**config.mk**
```make
export PLATFORM = sky130hd
export DESIGN_NAME = tlb_ptw_flat
export DESIGN_NICKNAME = d
export VERILOG_FILES = /design/src/rtl/tlb_pkg.sv /design/src/rtl/tlb_ptw_if.sv /design/src/rtl/tlb_pte_decode.sv /design/src/rtl/tlb_ptw.sv /design/src/flat_wrapper.sv
export SDC_FILE = /design/constraint.sdc
export NUM_CORES = 1
export LEC_CHECK = 0
export ABC_AREA = 0
export BUFFER_PORTS_ARGS = -buffer_cell sky130_fd_sc_hd__buf_2
export CAP_MARGIN = 20
export CORE_MARGIN = 2
export CORE_UTILIZATION = 35
export DETAILED_ROUTE_END_ITERATION = 12
export PLACE_DENSITY = 0.66
export RECOVER_POWER = 50
export SLEW_MARGIN = 20
export SYNTH_ARGS = -nofsm -noshare
export SYNTH_HDL_FRONTEND = slang
export SYNTH_SLANG_ARGS = --single-unit
```
**constraint.sdc**
```tcl
create_clock -name clk -period 17.01 [get_ports clk]
set_input_delay 3.402 -clock clk [delete_from_list [all_inputs] [get_ports clk]]
set_output_delay 3.402 -clock clk [all_outputs]
set_load 0.01 [all_outputs]
```
**src/rtl/tlb_pkg.sv**
```systemverilog
// Shared TLB/page-walker definitions: PTE layout, walker states, default geometry
// and the fill record exchanged with the TLB cache.
package tlb_pkg;

  localparam int unsigned DEF_LEVELS     = 3;
  localparam int unsigned DEF_VPN_BITS   = 9;
  localparam int unsigned DEF_PAGE_SHIFT = 12;
  localparam int unsigned DEF_PPN_W      = 44;
  localparam int unsigned DEF_PCID_W     = 12;

  localparam int unsigned PTE_V      = 0;
  localparam int unsigned PTE_R      = 1;
  localparam int unsigned PTE_W      = 2;
  localparam int unsigned PTE_X      = 3;
  localparam int unsigned PTE_PPN_LO = 10;
  localparam int unsigned PTE_PPN_HI = 53;

  typedef enum logic [2:0] {
    ST_IDLE,
    ST_REQ,
    ST_WAIT,
    ST_FILL,
    ST_FAULT
  } ptw_state_e;

  typedef struct packed {
    logic [63:0]           va;
    logic [63:0]           pa;
    logic [DEF_PCID_W-1:0] pcid;
  } fill_rec_t;

  localparam int unsigned FILL_REC_W = $bits(fill_rec_t);

  // Keeps the page-frame bits above off_bits and the VA offset below them.
  function automatic logic [63:0] splice_pa(input logic [63:0] frame,
                                            input logic [63:0] va,
                                            input int unsigned off_bits);
    logic [63:0] m;
    m = (64'd1 << off_bits) - 64'd1;
    return (frame & ~m) | (va & m);
  endfunction

endpackage

```
**src/rtl/tlb_ptw_if.sv**
```systemverilog
// Miss / memory / fill signal bundle of the page-table walker.
interface tlb_ptw_if
  import tlb_pkg::*;
#(
  parameter int unsigned PPN_W  = DEF_PPN_W,
  parameter int unsigned PCID_W = DEF_PCID_W
) ();

  logic              miss_valid;
  logic              miss_ready;
  logic [63:0]       miss_va;
  logic [PCID_W-1:0] miss_pcid;
  logic [PPN_W-1:0]  root_ppn;

  logic              mem_req_valid;
  logic              mem_req_ready;
  logic [63:0]       mem_req_addr;
  logic              mem_rsp_valid;
  logic [63:0]       mem_rsp_data;

  logic              fill_valid;
  logic [63:0]       fill_va;
  logic [63:0]       fill_pa;
  logic [PCID_W-1:0] fill_pcid;
  logic              fault;
  logic              busy;

  modport master (
    input  miss_valid, miss_va, miss_pcid, root_ppn,
           mem_req_ready, mem_rsp_valid, mem_rsp_data,
    output miss_ready, mem_req_valid, mem_req_addr,
           fill_valid, fill_va, fill_pa, fill_pcid, fault, busy
  );

  modport slave (
    output miss_valid, miss_va, miss_pcid, root_ppn,
           mem_req_ready, mem_rsp_valid, mem_rsp_data,
    input  miss_ready, mem_req_valid, mem_req_addr,
           fill_valid, fill_va, fill_pa, fill_pcid, fault, busy
  );

endinterface

```
**src/rtl/tlb_pte_decode.sv**
```systemverilog
// Combinational PTE classifier: invalid / leaf / misaligned-superpage and next PPN.
module tlb_pte_decode
  import tlb_pkg::*;
#(
  parameter int unsigned LEVELS   = DEF_LEVELS,
  parameter int unsigned VPN_BITS = DEF_VPN_BITS,
  parameter int unsigned PPN_W    = DEF_PPN_W,
  localparam int unsigned LVL_W   = (LEVELS > 1) ? $clog2(LEVELS) : 1
) (
  input  logic [63:0]      i_pte,
  input  logic [LVL_W-1:0] i_level,
  output logic             o_is_leaf,
  output logic             o_is_invalid,
  output logic             o_is_misaligned,
  output logic [PPN_W-1:0] o_next_ppn
);

  logic [PPN_W-1:0] w_low_mask;
  logic             w_unused;

  assign o_next_ppn   = i_pte[PTE_PPN_LO +: PPN_W];
  assign o_is_invalid = !i_pte[PTE_V] || (i_pte[PTE_W] && !i_pte[PTE_R]);
  assign o_is_leaf    = i_pte[PTE_R] || i_pte[PTE_X];
  assign w_unused     = ^{i_pte[63:PTE_PPN_LO+PPN_W], i_pte[PTE_PPN_LO-1:PTE_X+1]};

  // A superpage at level L must have its low VPN_BITS*L PPN bits clear.
  always_comb begin
    w_low_mask = '0;
    for (int unsigned l = 1; l < LEVELS; l++) begin
      if (i_level == LVL_W'(l))
        w_low_mask = (PPN_W'(1) << (VPN_BITS * l)) - PPN_W'(1);
    end
  end

  assign o_is_misaligned = o_is_leaf && (|(o_next_ppn & w_low_mask));

endmodule

```
**src/rtl/tlb_ptw.sv**
```systemverilog
// Single-walk Sv39-style page-table walker feeding TLB fills or page faults.
module tlb_ptw
  import tlb_pkg::*;
#(
  parameter int unsigned LEVELS     = DEF_LEVELS,
  parameter int unsigned VPN_BITS   = DEF_VPN_BITS,
  parameter int unsigned PAGE_SHIFT = DEF_PAGE_SHIFT,
  parameter int unsigned PPN_W      = DEF_PPN_W,
  parameter int unsigned PCID_W     = DEF_PCID_W
) (
  input  logic      clk,
  input  logic      rst,
  tlb_ptw_if.master bus
);

  localparam int unsigned LVL_W = (LEVELS > 1) ? $clog2(LEVELS) : 1;

  ptw_state_e        r_state, w_state_nxt;
  logic [63:0]       r_va, w_va_nxt;
  logic [PCID_W-1:0] r_pcid, w_pcid_nxt;
  logic [PPN_W-1:0]  r_ppn, w_ppn_nxt;
  logic [LVL_W-1:0]  r_level, w_level_nxt;
  logic [63:0]       r_pa, w_pa_nxt;

  logic [VPN_BITS-1:0] w_vpn;
  logic [63:0]         w_req_addr;
  logic [63:0]         w_leaf_pa;
  logic                w_is_leaf, w_is_invalid, w_is_misaligned;
  logic [PPN_W-1:0]    w_next_ppn;

  assign w_vpn      = r_va[PAGE_SHIFT + VPN_BITS*r_level +: VPN_BITS];
  assign w_req_addr = (64'(r_ppn) << PAGE_SHIFT) + (64'(w_vpn) << 3);
  assign w_leaf_pa  = splice_pa(64'(w_next_ppn) << PAGE_SHIFT, r_va,
                                PAGE_SHIFT + VPN_BITS*32'(r_level));

  tlb_pte_decode #(
    .LEVELS   (LEVELS),
    .VPN_BITS (VPN_BITS),
    .PPN_W    (PPN_W)
  ) u_decode (
    .i_pte           (bus.mem_rsp_data),
    .i_level         (r_level),
    .o_is_leaf       (w_is_leaf),
    .o_is_invalid    (w_is_invalid),
    .o_is_misaligned (w_is_misaligned),
    .o_next_ppn      (w_next_ppn)
  );

  always_ff @(posedge clk or posedge rst) begin
    if (rst) begin
      r_state <= ST_IDLE;
      r_va    <= '0;
      r_pcid  <= '0;
      r_ppn   <= '0;
      r_level <= '0;
      r_pa    <= '0;
    end else begin
      r_state <= w_state_nxt;
      r_va    <= w_va_nxt;
      r_pcid  <= w_pcid_nxt;
      r_ppn   <= w_ppn_nxt;
      r_level <= w_level_nxt;
      r_pa    <= w_pa_nxt;
    end
  end

  always_comb begin
    w_state_nxt       = r_state;
    w_va_nxt          = r_va;
    w_pcid_nxt        = r_pcid;
    w_ppn_nxt         = r_ppn;
    w_level_nxt       = r_level;
    w_pa_nxt          = r_pa;
    bus.miss_ready    = 1'b0;
    bus.mem_req_valid = 1'b0;
    bus.mem_req_addr  = '0;
    bus.fill_valid    = 1'b0;
    bus.fill_va       = '0;
    bus.fill_pa       = '0;
    bus.fill_pcid     = '0;
    bus.fault         = 1'b0;
    bus.busy          = 1'b1;

    unique case (r_state)
      ST_IDLE: begin
        bus.busy       = 1'b0;
        bus.miss_ready = 1'b1;
        if (bus.miss_valid) begin
          w_va_nxt    = bus.miss_va;
          w_pcid_nxt  = bus.miss_pcid;
          w_ppn_nxt   = bus.root_ppn;
          w_level_nxt = LVL_W'(LEVELS - 1);
          w_state_nxt = ST_REQ;
        end
      end
      ST_REQ: begin
        bus.mem_req_valid = 1'b1;
        bus.mem_req_addr  = w_req_addr;
        if (bus.mem_req_ready)
          w_state_nxt = ST_WAIT;
      end
      ST_WAIT: begin
        if (bus.mem_rsp_valid) begin
          if (w_is_invalid) begin
            w_state_nxt = ST_FAULT;
          end else if (w_is_leaf) begin
            if (w_is_misaligned) begin
              w_state_nxt = ST_FAULT;
            end else begin
              w_pa_nxt    = w_leaf_pa;
              w_state_nxt = ST_FILL;
            end
          end else if (r_level == '0) begin
            w_state_nxt = ST_FAULT;
          end else begin
            w_ppn_nxt   = w_next_ppn;
            w_level_nxt = r_level - LVL_W'(1);
            w_state_nxt = ST_REQ;
          end
        end
      end
      ST_FILL: begin
        bus.fill_valid = 1'b1;
        bus.fill_va    = {r_va[63:PAGE_SHIFT], {PAGE_SHIFT{1'b0}}};
        bus.fill_pa    = r_pa;
        bus.fill_pcid  = r_pcid;
        w_state_nxt    = ST_IDLE;
      end
      ST_FAULT: begin
        bus.fault      = 1'b1;
        bus.fill_va    = {r_va[63:PAGE_SHIFT], {PAGE_SHIFT{1'b0}}};
        bus.fill_pcid  = r_pcid;
        w_state_nxt    = ST_IDLE;
      end
      default: w_state_nxt = ST_IDLE;
    endcase
  end

endmodule

```
**src/flat_wrapper.sv**
```systemverilog
// flat-port wrapper written by rule: the top's interface ports become plain ports
module tlb_ptw_flat import tlb_pkg::*;
#(
  parameter int unsigned LEVELS     = DEF_LEVELS,
  parameter int unsigned VPN_BITS   = DEF_VPN_BITS,
  parameter int unsigned PAGE_SHIFT = DEF_PAGE_SHIFT,
  parameter int unsigned PPN_W      = DEF_PPN_W,
  parameter int unsigned PCID_W     = DEF_PCID_W
)
  (clk, rst, bus_miss_valid, bus_miss_va, bus_miss_pcid, bus_root_ppn, bus_mem_req_ready, bus_mem_rsp_valid, bus_mem_rsp_data, bus_miss_ready, bus_mem_req_valid, bus_mem_req_addr, bus_fill_valid, bus_fill_va, bus_fill_pa, bus_fill_pcid, bus_fault, bus_busy);
  tlb_ptw_if #(.PPN_W(PPN_W), .PCID_W(PCID_W)) bus_i ();
  input  logic clk;
  input  logic rst;
  input wire logic [$bits(bus_i.miss_valid)-1:0] bus_miss_valid;
  input wire logic [$bits(bus_i.miss_va)-1:0] bus_miss_va;
  input wire logic [$bits(bus_i.miss_pcid)-1:0] bus_miss_pcid;
  input wire logic [$bits(bus_i.root_ppn)-1:0] bus_root_ppn;
  input wire logic [$bits(bus_i.mem_req_ready)-1:0] bus_mem_req_ready;
  input wire logic [$bits(bus_i.mem_rsp_valid)-1:0] bus_mem_rsp_valid;
  input wire logic [$bits(bus_i.mem_rsp_data)-1:0] bus_mem_rsp_data;
  output wire logic [$bits(bus_i.miss_ready)-1:0] bus_miss_ready;
  output wire logic [$bits(bus_i.mem_req_valid)-1:0] bus_mem_req_valid;
  output wire logic [$bits(bus_i.mem_req_addr)-1:0] bus_mem_req_addr;
  output wire logic [$bits(bus_i.fill_valid)-1:0] bus_fill_valid;
  output wire logic [$bits(bus_i.fill_va)-1:0] bus_fill_va;
  output wire logic [$bits(bus_i.fill_pa)-1:0] bus_fill_pa;
  output wire logic [$bits(bus_i.fill_pcid)-1:0] bus_fill_pcid;
  output wire logic [$bits(bus_i.fault)-1:0] bus_fault;
  output wire logic [$bits(bus_i.busy)-1:0] bus_busy;
  assign bus_i.miss_valid = bus_miss_valid;
  assign bus_i.miss_va = bus_miss_va;
  assign bus_i.miss_pcid = bus_miss_pcid;
  assign bus_i.root_ppn = bus_root_ppn;
  assign bus_i.mem_req_ready = bus_mem_req_ready;
  assign bus_i.mem_rsp_valid = bus_mem_rsp_valid;
  assign bus_i.mem_rsp_data = bus_mem_rsp_data;
  assign bus_miss_ready = bus_i.miss_ready;
  assign bus_mem_req_valid = bus_i.mem_req_valid;
  assign bus_mem_req_addr = bus_i.mem_req_addr;
  assign bus_fill_valid = bus_i.fill_valid;
  assign bus_fill_va = bus_i.fill_va;
  assign bus_fill_pa = bus_i.fill_pa;
  assign bus_fill_pcid = bus_i.fill_pcid;
  assign bus_fault = bus_i.fault;
  assign bus_busy = bus_i.busy;
  tlb_ptw #(.LEVELS(LEVELS), .VPN_BITS(VPN_BITS), .PAGE_SHIFT(PAGE_SHIFT), .PPN_W(PPN_W), .PCID_W(PCID_W)) u_core (.clk(clk), .rst(rst), .bus(bus_i));
endmodule
```
# Word-level counts from Yosys, hierarchy flattened
# Cells that the tools add are included.
totals:
  out_inout_bits: 209
  register_bits: 189
  wordCells: 78
  inputBits: 189
classes:
  add_sub_neg: 4
  n_mux: 31
  n_reduce_logical: 15
  mul: 1
  bitwise: 7
  n_shift: 2
  eq_ne: 12
ops:
  columns: ["cell", "n"]
  rows:
  - ["$mux W44", 6]
  - ["$mux W64", 3]
  - ["$pmux W44 S2", 1]
  - ["$and A56 B64 Y64", 1]
  - ["$and A64 B64 Y64", 1]
  - ["$not A64 Y64", 1]
  - ["$or A64 B64 Y64", 1]
  - ["$shiftx A64 B33 Y9", 1]
  - ["$shl A1 B32 Y64 const A", 1]
  - ["$sub A64 B1 Y64 const B", 1]
  - ["$add A56 B12 Y57", 1]
  - ["$and A44 B44 Y44", 1]
  - ["$reduce_or A44 Y1", 1]
  - ["$mux W3", 7]
  - ["$mux W12", 1]
  - ["$ne A2 B2 Y1 const B", 6]
  - ["$mux W2", 5]
  - ["$mux W9", 1]
  - ["$pmux W3 S3", 1]
  - ["$add A4 B6 Y7 const A", 1]
  - ["$eq A3 B2 Y1 const B", 2]
  - ["$mul A4 B2 Y6 const A", 1]
  - ["$reduce_and A6 Y1", 1]
  - ["$mux W1", 5]
  - ["other kinds (17)", 21]

# Depth between registers and ports, before layout
# Gate-level depths: netlist of run 1.
depth:
  word_depth: 11
  ltp_mapped: 12
  ltp_nobuf: 8

# By module
# From an unflattened synthesis of run 1, not the netlist that was laid out.
hier_totals:
  hier_cells: 1026
  hier_area_um2: 10452.5
modules_own_cells:
  columns: ["module", "cells_each", "n_inst", "seq_area_each_um2", "area_per_inst_um2"]
  rows:
  - ["tlb_ptw", 967, 1, 4729.5, 10030.9]
  - ["tlb_pte_decode", 59, 1, 0.0, 421.7]

# Worst setup path before layout of run 1
# OpenSTA, ideal clock, no wires.
synth_path:
  path_type: "register to output"
  start: "register u_core.r_level[0]"
  end: "output bus_mem_req_addr[10]"
  path_stages_with_launch: 5
  t_required_ns: 13.608
  path_buffers: 2
  slack_ns: 11.692
  t_arrival_ns: 1.916
  path_cell_list: "dfrtp_1 -> clkbuf_1 -> buf_1 -> mux4_2 -> and2_1"
synth_via:
  elab_chain_len: 5
synth_lines:
  columns: ["item", "line_no", "rtl"]
  rows:
  - ["start, declared", "tlb_ptw.sv:22", "logic [LVL_W-1:0] r_level, w_level_nxt;"]
  - ["start signal, assigned", "tlb_ptw.sv:62", "r_level <= w_level_nxt;"]
  - ["$mul A4 B2 Y6", "tlb_ptw.sv:31", "assign w_vpn = r_va[PAGE_SHIFT + VPN_BITS*r_level +: VPN_BITS];"]
  - ["$add A4 B6 Y7", "tlb_ptw.sv:31", null]
  - ["$shiftx A64 B33 Y9", "tlb_ptw.sv:31", null]
  - ["$add A56 B12 Y57", "tlb_ptw.sv:32", "assign w_req_addr = (64'(r_ppn) << PAGE_SHIFT) + (64'(w_vpn) << 3);"]
  - ["$mux W64", "tlb_ptw.sv:84", "unique case (r_state)"]
  - ["end, declared", "flat_wrapper.sv:23", "output wire logic [$bits(bus_i.mem_req_addr)-1:0] bus_mem_req_addr;"]
# No other way between the ends.

==> out/metrics.cfg, run 1 <==
[run]
maxCapViolations = 5

[power]
power_frac_comb = 0.443
power_switching_uw = 804
p_leak_nw = 6.41
ir_worst_vdd_uv = 70.7
p_sw_frac = 0.378
p_int_mw = 1.33
pwr-share-clk = 0.190
p_seq_frac = 0.366
powerDensity_mw_per_mm2 = 163

[setup_path]
worst_path_max_delay_cell = clkinvlp_2
critPathLaunchType = input pin
cpLargestDelayFamily = buffers and inverters
critical_path_required_ps = 16730
cp_data_arrival_time_ps = 9450
crit_fanout = 123
crit_chain = buf_2 > clkinvlp_2 > clkbuf_1
crit_path_max_incr_delay_ps = 3050
critPathBufInv = 3
setup.worst_path.end_class = asynchronous set/reset pin
worst-setup-path-type = in -> async

[sta]
fin_tns_setup_ps = 0
max_slew_margin = -2.71
finalCriticalPeriod_ps = 9730
tightestPinTransition_ps = 5530
max_freq_mhz = 103
finalMaxSlewViolations = 321
fin_crit_sh = 0.572
finalHoldViolations = 0
rsz0062_at_grt = false
setup-violations-final = 0
clock_skew_ps = 11.4

[detailed_routing]
drt_iter0_drc = 415
vias = 7791
wl_per_cell_um = 20.6
route.detailed.drc = 0
drt-total-wl_mm = 32.8
ant_nets = 0
vias_per_cell = 4.89
dr.pass1.iters = 4

[cts]
cts_tree = done
cts_root_buf = clkbuf_16
clock_latency_ps = 440
clkTransAtPathRegs_ps = 70
ctsHoldBuffers = 0
numCtsBuffers = 17
clockBufferDepth = 2
clock_sinks = 189
cts-resized-gates = 0
cts-htree-levels = 4
postCtsSetupRepairBufs = 0

[final_layout]
layout_common_cells = 356 x buf_2, 189 x dfrtp_1, 132 x mux2_2
area_growth_pct = 24.0
fin_util = 0.442
drive_above_1_share = 0.491
multi_input_area_mm2 = 0.00538
seq_area_mm2 = 0.00473
fillerInstances = 2866
fin_nets = 1387
layout_commonest_cell = buf_2

[floorplan]
start_util = 0.356
die_h_um = 178
fp.dieW_um = 178
dieArea_mm2 = 0.0316
ioPinCount = 398
fp-row-count = 63
core_region_area_mm2 = 0.0296

[logic_synthesis]
synth_edf_count = 0
yosysUniqueCellTypes = 53
yosysWarnings = 0
ys.flop_type = dfrtp_1
ys_async_sr_fraction = 1.00
syn_inst = 857
ys_ff_latch = 189
synth_area_per_cell_um2 = 12.3
syn_area_mm2 = 0.0106
seq_area_frac_synth = 0.448

[outcome]
outcome = finished with violations
violations = max-capacitance violations, max-slew violations

[placement]
dpl.hpwl_mm = 23.7
place.gp.congestion = 0.783
port_buffers = 358

[global_route]
grt_pass1_wl_mm = 48.8
grt_max_degree = 124
grt_pass1_vias = 8040
overflow = 0
antenna_found_initial = 2
grt_usage = 0.209

[worst_hold_path]
hp-class = reg -> reg

path summary, 6_finish.rpt:
check	startpoint	end	slack (ps)	cells past startpoint
max	rst	u_core.r_va[32]$_DFFE_PP0P_	7280	3
min	u_core.r_ppn[22]$_DFFE_PP0P_	u_core.r_ppn[22]$_DFFE_PP0P_	480	1
max reg2reg	u_core.r_state[0]$_DFFE_PP0P_	u_core.r_ppn[38]$_DFFE_PP0P_	10580	5
min reg2reg	u_core.r_ppn[22]$_DFFE_PP0P_	u_core.r_ppn[22]$_DFFE_PP0P_	480	1
max in group clk	bus_miss_valid	u_core.r_ppn[38]$_DFFE_PP0P_	8440	5
min in group asynchronous	rst	u_core.r_pa[40]$_DFFE_PP0P_	4660	2
Yosys cell counts, types with 3 or more instances:
master / instances / area [µm²]
nor3b_1: 5 / 37.5
nand3_1: 5 / 25.0
nor3_1: 4 / 20.0
mux2_1: 83 / 935
a41oi_1: 5 / 43.8
nand2_1: 16 / 60.1
mux4_2: 9 / 203
buf_2: 14 / 70.1
dfrtp_1: 189 / 4730
and2_1: 120 / 751
nor2b_1: 66 / 413
a31oi_1: 6 / 37.5
mux2_2: 132 / 1490
mux2_4: 40 / 601
or3_1: 4 / 25.0
buf_12: 4 / 80.1
o21ai_0: 7 / 35.0
ha_1: 10 / 125
a21boi_0: 3 / 22.5
and3_1: 4 / 25.0
or3b_1: 3 / 26.3
nand3b_1: 3 / 22.5
mux2i_1: 6 / 60.1
clkbuf_1: 34 / 128
nor2_1: 11 / 41.3
buf_4: 24 / 180
inv_1: 14 / 52.6
registers in the layout, summed over array words and instances, names as in the netlist:
register / count
u_core.r_state: 3
u_core.r_ppn: 44
u_core.r_pa: 64
u_core.r_level: 2
u_core.r_va: 64
u_core.r_pcid: 12
final cells by class:
| class | instances | share of cell area |
|---|---|---|
| repair buffers | 370 | 0.143 |
| clock inverters | 11 | 0.00822 |
| multi-input cells | 596 | 0.410 |
| diodes | 1 | 0.000191 |
| inverters | 14 | 0.00411 |
| well taps | 390 | 0.0373 |
| flip-flops and latches | 189 | 0.361 |
| clock buffers | 21 | 0.0359 |
routing by layer:
layer	track usage	up-vias	part of all wire
met1	0.271	3872	0.43
met3	0.0495	36	0.066
met2	0.348	301	0.48
met5	0	-	0.00040
met4	0.0560	2	0.017
li1	-	3580	-
power by group through the flow:
stage	sequential, mW	combinational (mW)	clock (mW)
floorplan	0.709	0.669	0
finish	0.780	0.943	0.406
global route	0.806	1.03	0.435
CTS	0.779	0.954	0.417
detailed placement	0.787	0.950	0
global placement	0.779	0.938	0
kinds of logic (layout without fill, tap and decap cells):
kind of cell,Yosys count,in the layout,share of synthesized area
AO/OA/AOI/OAI,35,35,0.0277
XOR/XNOR,2,2,0.00166
adder cells (fa/ha/maj),10,10,0.0118
buffers and inverters,94,416,0.0515
flip-flops,189,189,0.448
multiplexers,270,270,0.311
other,2,25,0.000711
AND/OR/NAND/NOR,255,255,0.148
through the flow:
stage / hold slack [ps] / std cells / worst slack [ps] / instance area [µm²] / power [mW]
2_1_floorplan: 449 / 879 / 8470 / 10600 / 1.38
3_3_place_gp: 459 / 1559 / 10520 / 12600 / 1.72
3_5_place_dp: 467 / 1559 / 10480 / 12600 / 1.74
4_1_cts: 482 / 1591 / 10870 / 13100 / 2.15
5_1_grt: 490 / 1592 / 5780 / 13100 / 2.27
6_report: 478 / 1592 / 7280 / 13100 / 2.13
No activity file was read; power rests on OpenSTA's default activity.
==> run 2: changes to the inputs <==
- PLACE_DENSITY: 0.66 -> 0.69
- clock period: 17.01 -> 8.1 ns (I/O delays scaled with it)
==> out/metrics.cfg, run 2 (synthesis gave the netlist of run 1 again) <==
[cts]
ctsHoldBuffers = 0  ; unchanged
clock_sinks = 189  ; unchanged
postCtsSetupRepairBufs = 0  ; unchanged
numCtsBuffers = 17  ; unchanged
cts-resized-gates = 0  ; unchanged
clock_latency_ps = 430  ; was 440 ps
clockBufferDepth = 2  ; unchanged
clkTransAtPathRegs_ps = 70  ; about the same
cts_root_buf = clkbuf_16  ; unchanged
cts-htree-levels = 4  ; unchanged
cts_tree = done  ; unchanged

[final_layout]
fillerInstances = 2821  ; was 2,866
fin_nets = 1386  ; was 1,387
fin_area_mm2 = 0.0131  ; about the same
drive_above_1_share = 0.489  ; was 0.491
multi_input_area_mm2 = 0.00538  ; about the same
layout_commonest_cell = buf_2  ; unchanged
area_growth_pct = 24.5  ; was 24.0%
layout_common_cells = 353 x buf_2, 188 x dfrtp_1, 132 x mux2_2  ; was 356 x buf_2, 189 x dfrtp_1, 132 x mux2_2
top_regs = u_core.r_pa (64), u_core.r_va (64), u_core.r_ppn (44)  ; unchanged
seq_area_mm2 = 0.00473  ; about the same

[floorplan]
dieArea_mm2 = 0.0316  ; unchanged
fp.dieW_um = 178  ; unchanged
fp-row-count = 63  ; unchanged
ioPinCount = 398  ; unchanged
core_region_area_mm2 = 0.0296  ; unchanged
start_util = 0.356  ; unchanged
die_h_um = 178  ; unchanged

[placement]
dpl.hpwl_mm = 23.7  ; about the same
port_buffers = 358  ; unchanged
place_area_mm2 = 0.0126  ; about the same
place.gp.congestion = 0.766  ; was 0.783

[power]
p_leak_nw = 6.44  ; was 6.41 nW
total_power_mw = 4.54  ; was 2.13 mW
powerDensity_mw_per_mm2 = 345  ; was 163 mW/mm²
ir_worst_vdd_uv = 145  ; was 70.7 µV

[outcome]
violations = max-capacitance violations, max-slew violations  ; unchanged
outcome = finished with violations  ; unchanged

[detailed_routing]
drt_iter0_drc = 434  ; was 415
vias_per_cell = 4.87  ; was 4.89
route.detailed.drc = 0  ; unchanged
wl_per_cell_um = 20.6  ; about the same
drt-total-wl_mm = 32.8  ; about the same
ant_nets = 0  ; unchanged
dr.pass1.iters = 4  ; unchanged
vias = 7752  ; was 7,791

[setup_path]
crit_path_start = bus_miss_valid  ; was rst
reg2reg_from = u_core.r_state[0]$_DFFE_PP0P_  ; unchanged
cp_data_arrival_time_ps = 6150  ; was 9450 ps
crit_fanout = 42  ; was 123
critical_path_required_ps = 8410  ; was 16,730 ps
critPathLaunchType = input pin  ; unchanged
worst-setup-path-type = in -> reg  ; was in -> async
setup.worst_path.end_class = register  ; was asynchronous set/reset pin

[sta]
tightestPinTransition_ps = 3630  ; was 5530 ps
fin_tns_setup_ps = 0  ; unchanged
finalHoldViolations = 0  ; unchanged
max_slew_margin = -1.42  ; was -2.71
fin_crit_sh = 0.721
max_freq_mhz = 171
fin_hold_ws_ps = 479  ; was 478 ps
setup-violations-final = 0  ; unchanged
clock_skew_ps = 11.5  ; was 11.4 ps
rsz0062_at_grt = false  ; unchanged
finalMaxSlewViolations = 147  ; was 321
finalCriticalPeriod_ps = 5840

[worst_hold_path]
hp-class = reg -> reg  ; unchanged
min_from = u_core.r_ppn[10]$_DFFE_PP0P_  ; was u_core.r_ppn[22]$_DFFE_PP0P_

[global_route]
grt_max_degree = 127  ; was 124
overflow = 0  ; unchanged
antenna_found_initial = 1  ; was 2
grt_pass1_wl_mm = 48.5  ; was 48.8 mm
grt_usage = 0.207  ; was 0.209
grt_pass1_vias = 7851  ; was 8,040

[run]
maxCapViolations = 3  ; was 5

[run 2: through the flow]
stage,std cells,setup WS (ps),util
2_1_floorplan,879,1340,-
3_3_place_gp,1558,3320,0.423
3_5_place_dp,1558,3310,0.423
4_1_cts,1589,3770,0.444
5_1_grt,1590,1900,0.443
6_report,1591,2260,0.443
[run 2: final cells by class]
type	count	share of cell area
repair buffers	369	0.142
diodes	2	0.000381
well taps	390	0.0371
multi-input cells	596	0.409
clock inverters	10	0.0124
clock buffers	21	0.0350
flip-flops and latches	189	0.360
inverters	14	0.00457
[run 2: final timing paths]
kind / endpoint / slack, ps / depth (start not counted)
worst max register to register: u_core.r_va[53]$_DFFE_PP0P_ / 2650 / 4
worst min-delay path: u_core.r_ppn[10]$_DFFE_PP0P_ / 480 / 1
max in group asynchronous: u_core.r_ppn[26]$_DFFE_PP0P_ / 2690 / 3
worst max-delay path: u_core.r_va[53]$_DFFE_PP0P_ / 2260 / 4
worst min register to register: u_core.r_ppn[10]$_DFFE_PP0P_ / 480 / 1
min in group asynchronous: u_core.r_va[48]$_DFFE_PP0P_ / 1370 / 2
[run 2: routing by layer]
metal	GRT usage	part of all wire
met4	0.0461	0.012
met1	0.274	0.44
met2	0.348	0.48
met5	0	0
met3	0.0452	0.068
[run 2: worst max-delay path, stage by stage]
cell and delay, ps:
clkbuf_1 120, and2_0 2030, clkbuf_1 1860, mux2_2 470
[run 2: power breakdown]
part / internal [mW] / switching [mW]
registers: 1.33 / 0.333
clock network: 0.533 / 0.384
logic: 0.988 / 0.968
total: 2.85 / 1.68
